==> config.mk <==
export PLATFORM = sky130hd
export DESIGN_NAME = fpu_wb_test_monitor
export DESIGN_NICKNAME = d
export VERILOG_FILES = /design/src/rtl/fpu_wb_test_monitor.sv
export SDC_FILE = /design/constraint.sdc
export NUM_CORES = 1
export LEC_CHECK = 0
export ABC_AREA = 1
export BUFFER_PORTS_ARGS = -buffer_cell sky130_fd_sc_hd__buf_2
export CAP_MARGIN = 20
export CORE_MARGIN = 4
export CORE_UTILIZATION = 50
export CTS_BUF_LIST = sky130_fd_sc_hd__clkbuf_2
export CTS_CLUSTER_DIAMETER = 60
export CTS_CLUSTER_SIZE = 40
export DETAILED_ROUTE_END_ITERATION = 8
export PLACE_DENSITY = 0.75
export SKIP_CTS_REPAIR_TIMING = 1
export SLEW_MARGIN = 25
export SYNTH_ARGS = -nofsm -noshare
export SYNTH_HDL_FRONTEND = slang
export SYNTH_SLANG_ARGS = --single-unit
==> constraint.sdc <==
create_clock -name wb_clk_i -period 6.4 [get_ports wb_clk_i]
set_input_delay 1.6 -clock wb_clk_i [delete_from_list [all_inputs] [get_ports wb_clk_i]]
set_output_delay 1.6 -clock wb_clk_i [all_outputs]
set_load 0.1 [all_outputs]
==> src/rtl/fpu_wb_test_monitor.sv <==
// -----------------------------------------------------------------------------
// fpu_wb_test_monitor
//   Passive bring-up monitor placed beside the FPU. It snoops acknowledged
//   Wishbone writes to the FPU register block and, CHECK_DLY cycles later,
//   checks that each write landed in the matching FPU-side shadow register.
//   It also follows firmware checkpoint codes (start / pass / all-done) and
//   keeps saturating counts of started, passed and errored tests, plus a
//   per-test timeout.
//
// Ports
//   wb_clk_i, wb_rst_i        clock, asynchronous active-high reset
//   wbs_cyc/stb/we/ack_i      snooped Wishbone handshake (never driven)
//   wbs_adr_i, wbs_dat_i      snooped address / write data
//   shadow_i                  FPU shadow registers, slice k = [DW*k +: DW]
//   checkbits_i               firmware checkpoint code bus
//   state_o                   0=IDLE 1=RUN 2=DONE 3=TMO
//   test_cnt_o, pass_cnt_o    tests started / passed (saturating)
//   err_cnt_o                 mismatches + aborts + timeouts (saturating)
//   mismatch_map_o            per-register mismatch flags, current test
//   done_o, timeout_o         sticky all-done / timed-out flags
// -----------------------------------------------------------------------------
module fpu_wb_test_monitor #(
   parameter logic [31:0]            BASE_ADR   = 32'h3000_0000,
   parameter int                     NUM_REGS   = 4,
   parameter logic [NUM_REGS*8-1:0]  REG_OFS    = {8'h1c, 8'h24, 8'h04, 8'h00},
   parameter int                     DW         = 32,
   parameter int                     CHECK_DLY  = 2,
   parameter int                     TIMEOUT    = 30000,
   parameter int                     CNT_W      = 8,
   parameter logic [15:0]            CODE_START = 16'hAB60,
   parameter logic [15:0]            CODE_PASS  = 16'hAB61,
   parameter logic [15:0]            CODE_DONE  = 16'hAB62
) (
   input  logic                     wb_clk_i,
   input  logic                     wb_rst_i,
   input  logic                     wbs_cyc_i,
   input  logic                     wbs_stb_i,
   input  logic                     wbs_we_i,
   input  logic                     wbs_ack_i,
   input  logic [31:0]              wbs_adr_i,
   input  logic [DW-1:0]            wbs_dat_i,
   input  logic [NUM_REGS*DW-1:0]   shadow_i,
   input  logic [15:0]              checkbits_i,
   output logic [1:0]               state_o,
   output logic [CNT_W-1:0]         test_cnt_o,
   output logic [CNT_W-1:0]         pass_cnt_o,
   output logic [CNT_W-1:0]         err_cnt_o,
   output logic [NUM_REGS-1:0]      mismatch_map_o,
   output logic                     done_o,
   output logic                     timeout_o
);

   localparam logic [1:0] ST_IDLE = 2'd0;
   localparam logic [1:0] ST_RUN  = 2'd1;
   localparam logic [1:0] ST_DONE = 2'd2;
   localparam logic [1:0] ST_TMO  = 2'd3;

   localparam int TMR_W = $clog2(TIMEOUT);
   localparam int SUM_W = CNT_W + 4;

   // Checkpoint tracking
   logic [15:0]          prev_code;
   logic                 code_evt, start_evt, pass_evt, done_evt;

   // Per-register check channels
   logic [DW-1:0]        exp_q [NUM_REGS];
   logic [3:0]           dly_q [NUM_REGS];
   logic [NUM_REGS-1:0]  pend;
   logic [NUM_REGS-1:0]  hit, cmp_now, mm;
   logic [3:0]           mm_cnt;
   logic                 wr_acc;

   // Test sequencing
   logic [TMR_W-1:0]     timer;
   logic                 pass_seen;
   logic [1:0]           state_nxt;
   logic                 start_test, pass_inc, abort, tmo, go_done;
   logic [SUM_W-1:0]     err_sum;
   logic [CNT_W-1:0]     err_nxt;

   function automatic logic [CNT_W-1:0] sat_inc(input logic [CNT_W-1:0] v);
      return (&v) ? v : v + CNT_W'(1);
   endfunction

   // A held code fires once: only a change against last cycle's value counts.
   assign code_evt  = (checkbits_i != prev_code);
   assign start_evt = code_evt && (checkbits_i == CODE_START);
   assign pass_evt  = code_evt && (checkbits_i == CODE_PASS);
   assign done_evt  = code_evt && (checkbits_i == CODE_DONE);

   assign wr_acc = wbs_cyc_i && wbs_stb_i && wbs_we_i && wbs_ack_i;

   // NOTE: every always_comb output gets a default before any branch, so no
   // path leaves it unassigned and no latch is inferred.
   always_comb begin
      hit     = '0;
      cmp_now = '0;
      mm      = '0;
      mm_cnt  = '0;
      for (int k = 0; k < NUM_REGS; k++) begin
         hit[k]     = wr_acc && (state_o != ST_DONE) &&
                      (wbs_adr_i == BASE_ADR + 32'(REG_OFS[8*k +: 8]));
         // A fresh write on the compare cycle supersedes the old check.
         cmp_now[k] = pend[k] && (dly_q[k] == 4'd1) && !hit[k];
         mm[k]      = cmp_now[k] && (exp_q[k] != shadow_i[DW*k +: DW]);
         mm_cnt     = mm_cnt + 4'(mm[k]);
      end
   end

   always_comb begin
      state_nxt  = state_o;
      start_test = 1'b0;
      pass_inc   = 1'b0;
      abort      = 1'b0;
      tmo        = 1'b0;
      go_done    = 1'b0;
      case (state_o)
         ST_IDLE: begin
            if (done_evt) begin
               state_nxt = ST_DONE;
               go_done   = 1'b1;
            end else if (start_evt) begin
               state_nxt  = ST_RUN;
               start_test = 1'b1;
            end
         end
         ST_RUN: begin
            if (done_evt) begin
               state_nxt = ST_DONE;
               go_done   = 1'b1;
            end else if (start_evt) begin
               abort      = 1'b1;
               start_test = 1'b1;
            end else if (pass_seen && (pend == '0)) begin
               // Waiting on pend lets late writes resolve before scoring.
               state_nxt = ST_IDLE;
               pass_inc  = (mismatch_map_o == '0);
            end else if (timer == TMR_W'(TIMEOUT - 1)) begin
               state_nxt = ST_TMO;
               tmo       = 1'b1;
            end
         end
         default: ;
      endcase
   end

   // Mismatches and an abort/timeout in one cycle all add, then saturate.
   always_comb begin
      err_sum = SUM_W'(err_cnt_o) + SUM_W'(mm_cnt) + SUM_W'(abort) + SUM_W'(tmo);
      err_nxt = (err_sum > SUM_W'({CNT_W{1'b1}})) ? {CNT_W{1'b1}} : err_sum[CNT_W-1:0];
   end

   // NOTE: state registers use non-blocking assignments so every flop samples
   // the pre-edge values regardless of statement order.
   always_ff @(posedge wb_clk_i or posedge wb_rst_i) begin
      if (wb_rst_i) begin
         prev_code      <= 16'h0000;
         state_o        <= ST_IDLE;
         test_cnt_o     <= '0;
         pass_cnt_o     <= '0;
         err_cnt_o      <= '0;
         mismatch_map_o <= '0;
         done_o         <= 1'b0;
         timeout_o      <= 1'b0;
         timer          <= '0;
         pass_seen      <= 1'b0;
         pend           <= '0;
         for (int k = 0; k < NUM_REGS; k++) dly_q[k] <= '0;
      end else begin
         prev_code <= checkbits_i;
         state_o   <= state_nxt;
         done_o    <= done_o | go_done;
         timeout_o <= timeout_o | tmo;
         err_cnt_o <= err_nxt;
         if (start_test) test_cnt_o <= sat_inc(test_cnt_o);
         if (pass_inc)   pass_cnt_o <= sat_inc(pass_cnt_o);

         if (start_test) mismatch_map_o <= mm;
         else            mismatch_map_o <= mismatch_map_o | mm;

         if (start_test)            timer <= '0;
         else if (state_o == ST_RUN) timer <= timer + TMR_W'(1);

         if (start_test || (state_nxt != ST_RUN)) pass_seen <= 1'b0;
         else if (pass_evt)                       pass_seen <= 1'b1;

         for (int k = 0; k < NUM_REGS; k++) begin
            if (go_done) begin
               pend[k] <= 1'b0;
            end else if (hit[k]) begin
               pend[k]  <= 1'b1;
               dly_q[k] <= 4'(CHECK_DLY);
            end else if (pend[k]) begin
               dly_q[k] <= dly_q[k] - 4'd1;
               if (dly_q[k] == 4'd1) pend[k] <= 1'b0;
            end
         end
      end
   end

   // NOTE: expected-data storage is not reset; it is only read while its
   // pend bit is set, and pend is reset.
   always_ff @(posedge wb_clk_i) begin
      for (int k = 0; k < NUM_REGS; k++) begin
         if (hit[k]) exp_q[k] <= wbs_dat_i;
      end
   end

endmodule
==> results.toml, run 1 <==
[critical_path]
path_class = "primary input to flip-flop"
rrSetupSlack_ns = 1.93
setup.worst_path.start = "shadow_i[87]"
crit_buf_inv = 3
crit_fanout = 6
crit_top_cell = "fa_1"
max_stage_delay_ns = 0.59
cp.depth = 18
endpoint_kind = "flip-flop"
cpLargestDelayFamily = "adder cells"
crit_path_cell_trace = "buf_2 > xor2_1 > nor4_1 > nand3_1 > o21bai_1 > inv_1 > fa_1 > fa_1 > fa_1 > inv_1 > fa_1 > nor2_1 > o21ai_0 > nor2_1 > nand2_1 > nor2_1 > nand2_1 > o21ai_0"
cp_data_arrival_time_ns = 5.52
cp_data_required_time_ns = 7.07
r2r_start = "exp_q[2][23]$_DFFE_PP_"
r2r-end = "err_cnt_o[4]$_DFF_PP0_"
critPathCapture = "err_cnt_o[4]$_DFF_PP0_"
cp-start-kind = "primary input"
slowest_stage = "fa_1"
reg2reg_depth = 17

[clock_tree]
clkTransAtPathRegs_ns = 0.37
clock_path_buffers = 3
clock_latency_ns = 0.89
clock-sinks = 212
htree_num_levels = 1
numCtsBuffers = 18
cts_root_buffer = "clkbuf_2"
tritoncts = "yes"

[grt]
grt_use_met2_pct = 34.5
grt_max_degree = 69
grt_pass1_vias = 7873
track_usage_pct = 20.7
top_usage_layer = "met2"
grt_util_met1_pct = 27.6
antenna_found_initial = 9
grt_pass1_wl_um = 39600
met3_usage_pct = 3.78
grt-ovfl-total = 0

[cells_and_area]
fin_nets = 1559
areaGrowthSynthToFinish_pct = 18.2
stdcell_area_mm2 = 0.0124
layout-drive-gt1-share_pct = 24.3

[pwr]
vdd_ir_drop_max_uv = 192
p_leak_nw = 5.73
power_density_mw_per_mm2 = 189
power_w = 0.00233

[routing]
dr.pass1.iters = 5
avgViaCountPerCell = 4.90
dr_total_vias = 7936
drtAntennaViolNets = 0
drt_iter0_drc = 483
routed_wl_um = 24300
route.detailed.drc = 0
wl_per_cell_um = 15.0

[synth]
ys_ff_latch = 212
netlist_instances = 1059
synth-edff-count = 128
yosys.cell_types.count = 36
syn_area_mm2 = 0.0105
async_flop_share_pct = 39.6
synth_nets = 1291
yosysSeqAreaShare_pct = 56.8
yosysWarnings = 0
ys.flop_type = "edfxtp_1"
post_synth.cell_area_avg_um2 = 9.88

[sta]
relSlewSlack_pct = 40.8
tightest_slew_ns = 0.887
grt_setup_unrepaired = "false"
setup_viol = 0
whs_ns = 0.525
max_freq_mhz = 206
hold_viol_final = 0
slew_violations = 0
fin_tns_setup_ns = 0
post-route-min-period_ns = 4.86
clock_skew_ns = 0.171
finalCritPeriodShare_pct = 75.9

[floorplanning]
core_mm2 = 0.0204
initial_core_util_pct = 51.2
die_w_um = 153
die_h_um = 153
num_rows = 52
dieArea_mm2 = 0.0233
top_level_ports = 246

[run_status]
outcome = "complete, no violations"

[placed_design]
gp_congestion = 0.855
place_area_mm2 = 0.0121
io_buffer_count = 245
hpwl_um = 18700

[run]
cap_violations = 0

[worst_hold_path]
min_path_type = "flip-flop to flip-flop"
## metal layers
layer / vias up / routed length [um]
met5: - / 13
met4: 2 / 743
met3: 54 / 1530
met2: 244 / 11600
met1: 3656 / 10500
li1: 3980 / -
## cells in the mapped netlist, types with 2 or more instances
library cell	instances	area share, %
a21oi_1	7	0.33
dfrtp_1	84	20
edfxtp_1	128	37
fa_1	4	0.77
ha_1	14	1.7
inv_1	135	4.8
inv_2	9	0.32
nand2_1	236	8.5
nand2_4	3	0.32
nand3_1	44	2.1
nand3_2	2	0.19
nand3_4	2	0.33
nand3b_1	6	0.43
nand4_1	22	1.3
nor2_1	112	4.0
nor2_2	7	0.42
nor2_4	3	0.32
nor3_1	31	1.5
nor3_2	6	0.57
nor3b_1	2	0.14
nor4_1	14	0.84
o21ai_0	28	1.3
o21ai_1	7	0.33
o21bai_1	3	0.22
or2_1	2	0.12
or2_2	6	0.36
xnor2_1	76	6.4
xor2_1	58	4.9
## stage by stage
stage / worst slack (ns) / util, % / cells
6_report: 1.54 / 60.5 / 1618
4_1_cts: 1.52 / 60.4 / 1609
2_1_floorplan: 0.581 / - / 1059
5_1_grt: 1.07 / 60.5 / 1617
3_5_place_dp: 0.723 / 59.1 / 1577
3_3_place_gp: 0.869 / 59.1 / 1577
## cell usage in the layout, fill, tap and decap left out, types with 4 or more instances in the layout
cell	synthesis	routed
xor2_1	58	58
clkbuf_2	0	18
nor3_2	6	8
nand2_1	236	236
nor2_2	7	7
nand3b_1	6	6
buf_2	1	245
diode_2	0	9
nor2_1	112	112
inv_1	135	134
nor4_1	14	12
ha_1	14	14
or2_2	6	6
o21ai_1	7	7
inv_2	9	9
xnor2_1	76	76
fa_1	4	4
a21oi_1	7	7
edfxtp_1	128	128
dfrtp_1	84	84
o21ai_0	28	28
nor3_1	31	29
buf_4	0	5
nand4_1	22	22
nand3_1	44	44
## worst min-delay path, delay by kind of cell (launching register included)
kind / cells / cell delay [ns]
flip-flops: 1 / 0.47
AND/OR/NAND/NOR: 1 / 0.15
AO/OA/AOI/OAI: 1 / 0.08
## worst min-delay path by stage
stage	start	to	slack (ns)	cells after the start
floorplan	dly_q[1]$_DFFE_PP0P_	dly_q[1]$_DFFE_PP0P_	0.46	2
global placement	timeout_o$_DFF_PP0_	timeout_o$_DFF_PP0_	0.47	1
detailed placement	timeout_o$_DFF_PP0_	timeout_o$_DFF_PP0_	0.48	1
CTS	wb_rst_i	prev_code[14]$_DFF_PP0_	0.47	2
global route	wb_rst_i	prev_code[14]$_DFF_PP0_	0.48	2
finish	timer[10]$_DFFE_PP0P_	timer[11]$_DFFE_PP0P_	0.53	2
## flip-flops by register name, indices dropped and copies added, names as in the netlist, 2 cells and up
signal,count
timer,15
test_cnt_o,8
mismatch_map_o,4
err_cnt_o,8
state_o,2
pass_cnt_o,8
exp_q,128
prev_code,16
pend,4
dly_q,16
## cell type report
type	instances	area, um^2
fill	1750	8060
sequential	212	5950
multi-input combinational	701	3980
timing repair buffer	250	1260
inverter	144	542
tap	270	338
clock inverter	14	180
clock buffer	18	90.1
antenna	9	22.5
## power breakdown
part | internal (W) | switching [W]
Combinational | 0.0000828 | 0.0000913
Clock | 0.000199 | 0.000497
Sequential | 0.00146 | 0.00000249
## logic make-up (layout without fill, tap and decap cells)
logic type	Yosys count	count (layout)	synth area share (%)
other	0	9	0
xor gates and xnor gates	134	134	11.2
AOI/OAI and AO/OA	49	49	2.55
DFF	212	212	56.8
buffers and inverters	146	426	5.32
adders and majority gates	18	18	2.44
and+or+nand+nor	500	500	21.7
No activity file was read; power rests on OpenSTA's default activity.
==> inputs of run 2 (changes only) <==
==> constraint.sdc (replaced) <==
create_clock -name wb_clk_i -period 4.55 [get_ports wb_clk_i]
set_input_delay 1.1375 -clock wb_clk_i [delete_from_list [all_inputs] [get_ports wb_clk_i]]
set_output_delay 1.1375 -clock wb_clk_i [all_outputs]
set_load 0.1 [all_outputs]
==> results.toml, run 2 (synthesized netlist as in run 1, its figures left out) <==
[pwr]
clockPowerShare_pct = 27.3
p_leak_nw = 5.87
seqPwrFrac_pct = 64.8
swShare_pct = 24.7
vdd_ir_drop_max_uv = 251
comb_power_share_pct = 8.0
power_density_mw_per_mm2 = 253
internal_power_w = 0.00239
p_sw_w = 0.000782

[cells_and_area]
multiInputGateArea_mm2 = 0.00403
areaGrowthSynthToFinish_pct = 19.9
final_cell_mix = "buf_2 (245), nand2_1 (236), inv_1 (134), edfxtp_1 (128), nor2_1 (111)"
stdcell_area_mm2 = 0.0125
final_common_cell = "buf_2"
seq_area_mm2 = 0.00595
top_register = "exp_q"
layout-drive-gt1-share_pct = 26.4
fillers = 1723
largest_reg_flops = 128
fin_nets = 1585
reg_top3 = "exp_q: 128 flops, dly_q: 16 flops, prev_code: 16 flops"

[placed_design]
io_buffer_count = 245
hpwl_um = 18800
pre_cts_slack_ns = -0.402
gp_congestion = 0.846
place_area_mm2 = 0.0123

[run_status]
outcome = "complete, no violations"

[clock_tree]
tritoncts = "yes"
clock_latency_ns = 0.82
htree_num_levels = 1
clkTransAtPathRegs_ns = 0.38
clock-sinks = 212
numCtsBuffers = 17
clock_path_buffers = 3
cts_root_buffer = "clkbuf_2"

[sta]
setup_slack_ns = 0.400
setup_viol = 0
max_freq_mhz = 241
tightest_slew_ns = 0.824
post-route-min-period_ns = 4.15
hold_viol_final = 0
finalCritPeriodShare_pct = 91.2
clock_skew_ns = 0.144
relSlewSlack_pct = 45.0
slew_violations = 0

[grt]
grt_pass1_vias = 7890
grt_pass1_wl_um = 39200
track_usage_pct = 20.5
antenna_found_initial = 3
grt_max_degree = 48
grt-ovfl-total = 0

[critical_path]
endpoint_kind = "flip-flop"
crit_fanout = 6
cp_data_arrival_time_ns = 4.79
path_class = "flip-flop to flip-flop"
cp_data_required_time_ns = 5.19
cp-start-kind = "flip-flop"

[worst_hold_path]
min_path_type = "primary input to flip-flop"

[floorplanning]
core_mm2 = 0.0204
top_level_ports = 246
die_h_um = 153
initial_core_util_pct = 51.2
num_rows = 52
die_w_um = 153
dieArea_mm2 = 0.0233

[routing]
drtAntennaViolNets = 0
dr.pass1.iters = 4
avgViaCountPerCell = 4.86
dr_total_vias = 7944
routed_wl_um = 24000
drt_iter0_drc = 380
route.detailed.drc = 0
wl_per_cell_um = 14.7

[run]
cap_violations = 0
==> run 2: through the flow <==
| stage | hold WS, ns | utilization [%] | TNS (ns) | instances | power, W |
|---|---|---|---|---|---|
| after global routing | 0.368 | 61.4 | -0.0228 | 1636 | 0.00334 |
| after floorplan | 0.465 | - | 0 | 1059 | 0.00219 |
| final | 0.493 | 61.4 | 0 | 1636 | 0.00317 |
| after detailed placement | 0.457 | 60.2 | -2.72 | 1604 | 0.00235 |
| after global placement | 0.447 | 60.2 | -2.17 | 1604 | 0.00234 |
| after CTS | 0.400 | 61.3 | 0 | 1633 | 0.00322 |
==> run 2: power groups by stage <==
stage	registers [W]	clock network (W)	logic, W
floorplan	0.00209	0	0.0000987
global placement	0.00209	0	0.000245
CTS	0.00206	0.000911	0.000254
detailed placement	0.00209	0	0.000253
global route	0.00206	0.000994	0.000284
finish	0.00206	0.000865	0.000252
==> run 2: layout make-up <==
class | count | area share [%]
well taps | 270 | 2.69
clock inverters | 10 | 0.967
repair buffers | 277 | 11.7
multi-input cells | 701 | 32.1
diodes | 3 | 0.0598
flip-flops and latches | 212 | 47.4
inverters | 144 | 4.32
clock buffers | 19 | 0.758
==> run 2: layer usage <==
layer / up-vias / share of wire (%) / GRT usage [%]
li1: 4022 / - / -
met1: 3671 / 44 / 27.9
met2: 222 / 49 / 35.2
met3: 29 / 5.9 / 3.35
met4: 0 / 1.5 / 4.03
met5: - / 0 / 0
==> run 2: worst paths after layout <==
| kind | end | slack, ns | depth (start not counted) | from |
|---|---|---|---|---|
| hold reg to reg | timeout_o$_DFF_PP0_ | 0.51 | 1 | timeout_o$_DFF_PP0_ |
| setup / recovery | err_cnt_o[4]$_DFF_PP0_ | 0.40 | 19 | exp_q[2][8]$_DFFE_PP_ |
| setup reg to reg | err_cnt_o[4]$_DFF_PP0_ | 0.40 | 19 | exp_q[2][8]$_DFFE_PP_ |
| min in group asynchronous | prev_code[7]$_DFF_PP0_ | 0.52 | 2 | wb_rst_i |
| hold / removal | exp_q[2][16]$_DFFE_PP_ | 0.49 | 1 | wbs_dat_i[16] |
| max in group asynchronous | dly_q[9]$_DFFE_PP0P_ | 3.26 | 3 | wb_rst_i |
==> run 2: critical path, stage by stage (launching register included) <==
cell and delay (ns):
edfxtp_1 0.48, xnor2_1 0.16, nand2_1 0.07, nor4_1 0.28, buf_4 0.17, nand3_1 0.13, o21bai_2 0.21, inv_1 0.08
fa_1 0.45, fa_1 0.51, fa_2 0.19, inv_1 0.05, fa_2 0.33, nor2_1 0.13, o21ai_1 0.09, nor2_1 0.15
nand2_1 0.08, nor2_1 0.14, nand2_1 0.15, o21ai_1 0.12
==> inputs of run 3 (changes only) <==
--- a/config.mk
+++ b/config.mk
@@ -8,6 +8,7 @@
 export ABC_AREA = 1
 export BUFFER_PORTS_ARGS = -buffer_cell sky130_fd_sc_hd__buf_2
 export CAP_MARGIN = 20
+export CORE_ASPECT_RATIO = 2
 export CORE_MARGIN = 4
 export CORE_UTILIZATION = 50
 export CTS_BUF_LIST = sky130_fd_sc_hd__clkbuf_2
==> results.toml, run 3 (synthesized netlist as in run 1, its figures left out) <==
[run_status]
outcome = "complete, no violations"

[floorplanning]
die_h_um = 213
die_w_um = 110
core_mm2 = 0.0206
initial_core_util_pct = 50.9
dieArea_mm2 = 0.0234
top_level_ports = 246
num_rows = 74

[cells_and_area]
final_common_cell = "buf_2"
top_register = "exp_q"
fin_util_pct = 60.8
areaGrowthSynthToFinish_pct = 19.5
largest_reg_flops = 128
final_cell_mix = "buf_2 (245), nand2_1 (236), inv_1 (134), edfxtp_1 (128), nor2_1 (111)"
fin_nets = 1578
fillers = 1782
reg_top3 = "exp_q: 128 flops, dly_q: 16 flops, prev_code: 16 flops"
layout-drive-gt1-share_pct = 25.6
layout.cells.non_filler = 1617

[clock_tree]
clock_path_buffers = 3
htree_num_levels = 1
numCtsBuffers = 11
cts_root_buffer = "clkbuf_2"
tritoncts = "yes"
clock-sinks = 212
clock_latency_ns = 0.88
clkTransAtPathRegs_ns = 0.61

[pwr]
vdd_ir_drop_max_uv = 313
p_leak_nw = 5.83
power_density_mw_per_mm2 = 247

[routing]
avgViaCountPerCell = 4.93
top_layer = "met4"
dr.pass1.iters = 4
wl_met1_um = 7970
wl_met3_um = 1580
met2WireLength_um = 14500
wl_per_cell_um = 15.6
dr_total_vias = 7971
drt_iter0_drc = 295
drtAntennaViolNets = 0
routed_wl_um = 25200
route.detailed.drc = 0

[grt]
grt_pass1_vias = 8135
grt-ovfl-total = 0
track_usage_pct = 21.4
grt_pass1_wl_um = 38700
grt_max_degree = 55
antenna_found_initial = 1

[sta]
finalCritPeriodShare_pct = 92.4
slew_violations = 0
setup_viol = 0
clock_skew_ns = 0.149
hold_viol_final = 0
tightest_slew_ns = 0.679
fin_tns_setup_ns = 0
post-route-min-period_ns = 4.20
relSlewSlack_pct = 54.7
max_freq_mhz = 238

[critical_path]
endpoint_kind = "flip-flop"
crit_top_cell = "nand2_1"
slowest_stage = "edfxtp_1"
cp_data_required_time_ns = 5.35
cp_data_arrival_time_ns = 5.00
max_stage_delay_ns = 0.51
path_class = "flip-flop to flip-flop"
crit_fanout = 6
cp-start-kind = "flip-flop"
crit_path_cell_trace = "xnor2_1 > nand2_1 > nor4_2 > nand3_1 > o21bai_2 > inv_1 > fa_1 > fa_1 > fa_2 > inv_1 > fa_2 > nor2_1 > o21ai_1 > nor2_1 > nand2_1 > nor2_1 > nand2_1 > nand2_1"

[run]
cap_violations = 0

[placed_design]
io_buffer_count = 245
dp.cells = 1599
gp_congestion = 0.844
hpwl_um = 20300

[worst_hold_path]
min_path_type = "primary input to asynchronous set/reset pin"
==> run 3: cell count changes in the layout (fill, tap and decap cells not counted), sizes merged <==
cell,before,now
diode,3,1
buf,277,276
inv,148,145
clkinvlp,1,0
clkinv,4,5
clkbuf,19,11
bufinv,1,0
==> run 3: path summary, 6_finish.rpt <==
path	start	endpoint	slack (ns)	cells after the start
hold / removal	wb_rst_i	dly_q[6]$_DFFE_PP0P_	0.27	2
setup / recovery	exp_q[2][9]$_DFFE_PP_	err_cnt_o[5]$_DFF_PP0_	0.35	18
min in group wb_clk_i	checkbits_i[12]	prev_code[12]$_DFF_PP0_	0.33	1
max in group asynchronous	wb_rst_i	dly_q[3]$_DFFE_PP0P_	3.37	3
hold reg to reg	done_o$_DFF_PP0_	done_o$_DFF_PP0_	0.52	2
setup reg to reg	exp_q[2][9]$_DFFE_PP_	err_cnt_o[5]$_DFF_PP0_	0.35	18
==> run 3: worst max-delay path: cells and delay by family, from the launching register on <==
family                   cells  cell delay, ns
adder cells (fa/ha/maj)      4            1.49
buffers and inverters        2            0.14
AND/OR/NAND/NOR              9            1.44
flip-flops                   1            0.51
AO/OA/AOI/OAI                2            0.30
XOR/XNOR                     1            0.25
==> run 3: area by class of cell <==
| class | count | area [um^2] | area share (%) |
|---|---|---|---|
| inverter | 144 | 543 | 4.34 |
| sequential | 212 | 5950 | 47.5 |
| multi-input combinational | 701 | 4030 | 32.2 |
| antenna | 1 | 2.50 | 0.0200 |
| timing repair buffer | 276 | 1470 | 11.8 |
| clock buffer | 11 | 55.1 | 0.440 |
| tap | 266 | 333 | 2.66 |
| clock inverter | 6 | 128 | 1.02 |
==> run 3: where the power goes <==
group | switching [W] | internal (W)
clock | 0.000640 | 0.000135
sequential | 0.00000371 | 0.00206
combinational | 0.000134 | 0.000121
==> run 3: routing by layer <==
layer | vias up | global-route usage (%)
li1 | 3984 | -
met3 | 56 | 3.98
met1 | 3720 | 19.8
met5 | - | 0
met2 | 211 | 42.6
met4 | 0 | 9.99
==> run 3: per-stage QoR <==
step | worst slack (ns) | instance area, um^2 | hold WS (ns) | power, W
2_1_floorplan | 0.0147 | 10500 | 0.465 | 0.00219
3_3_place_gp | -0.471 | 12300 | 0.446 | 0.00234
3_5_place_dp | -0.507 | 12300 | 0.449 | 0.00235
4_1_cts | 0.227 | 12500 | 0.232 | 0.00313
5_1_grt | -0.00538 | 12500 | 0.215 | 0.00323
6_report | 0.347 | 12500 | 0.272 | 0.00309
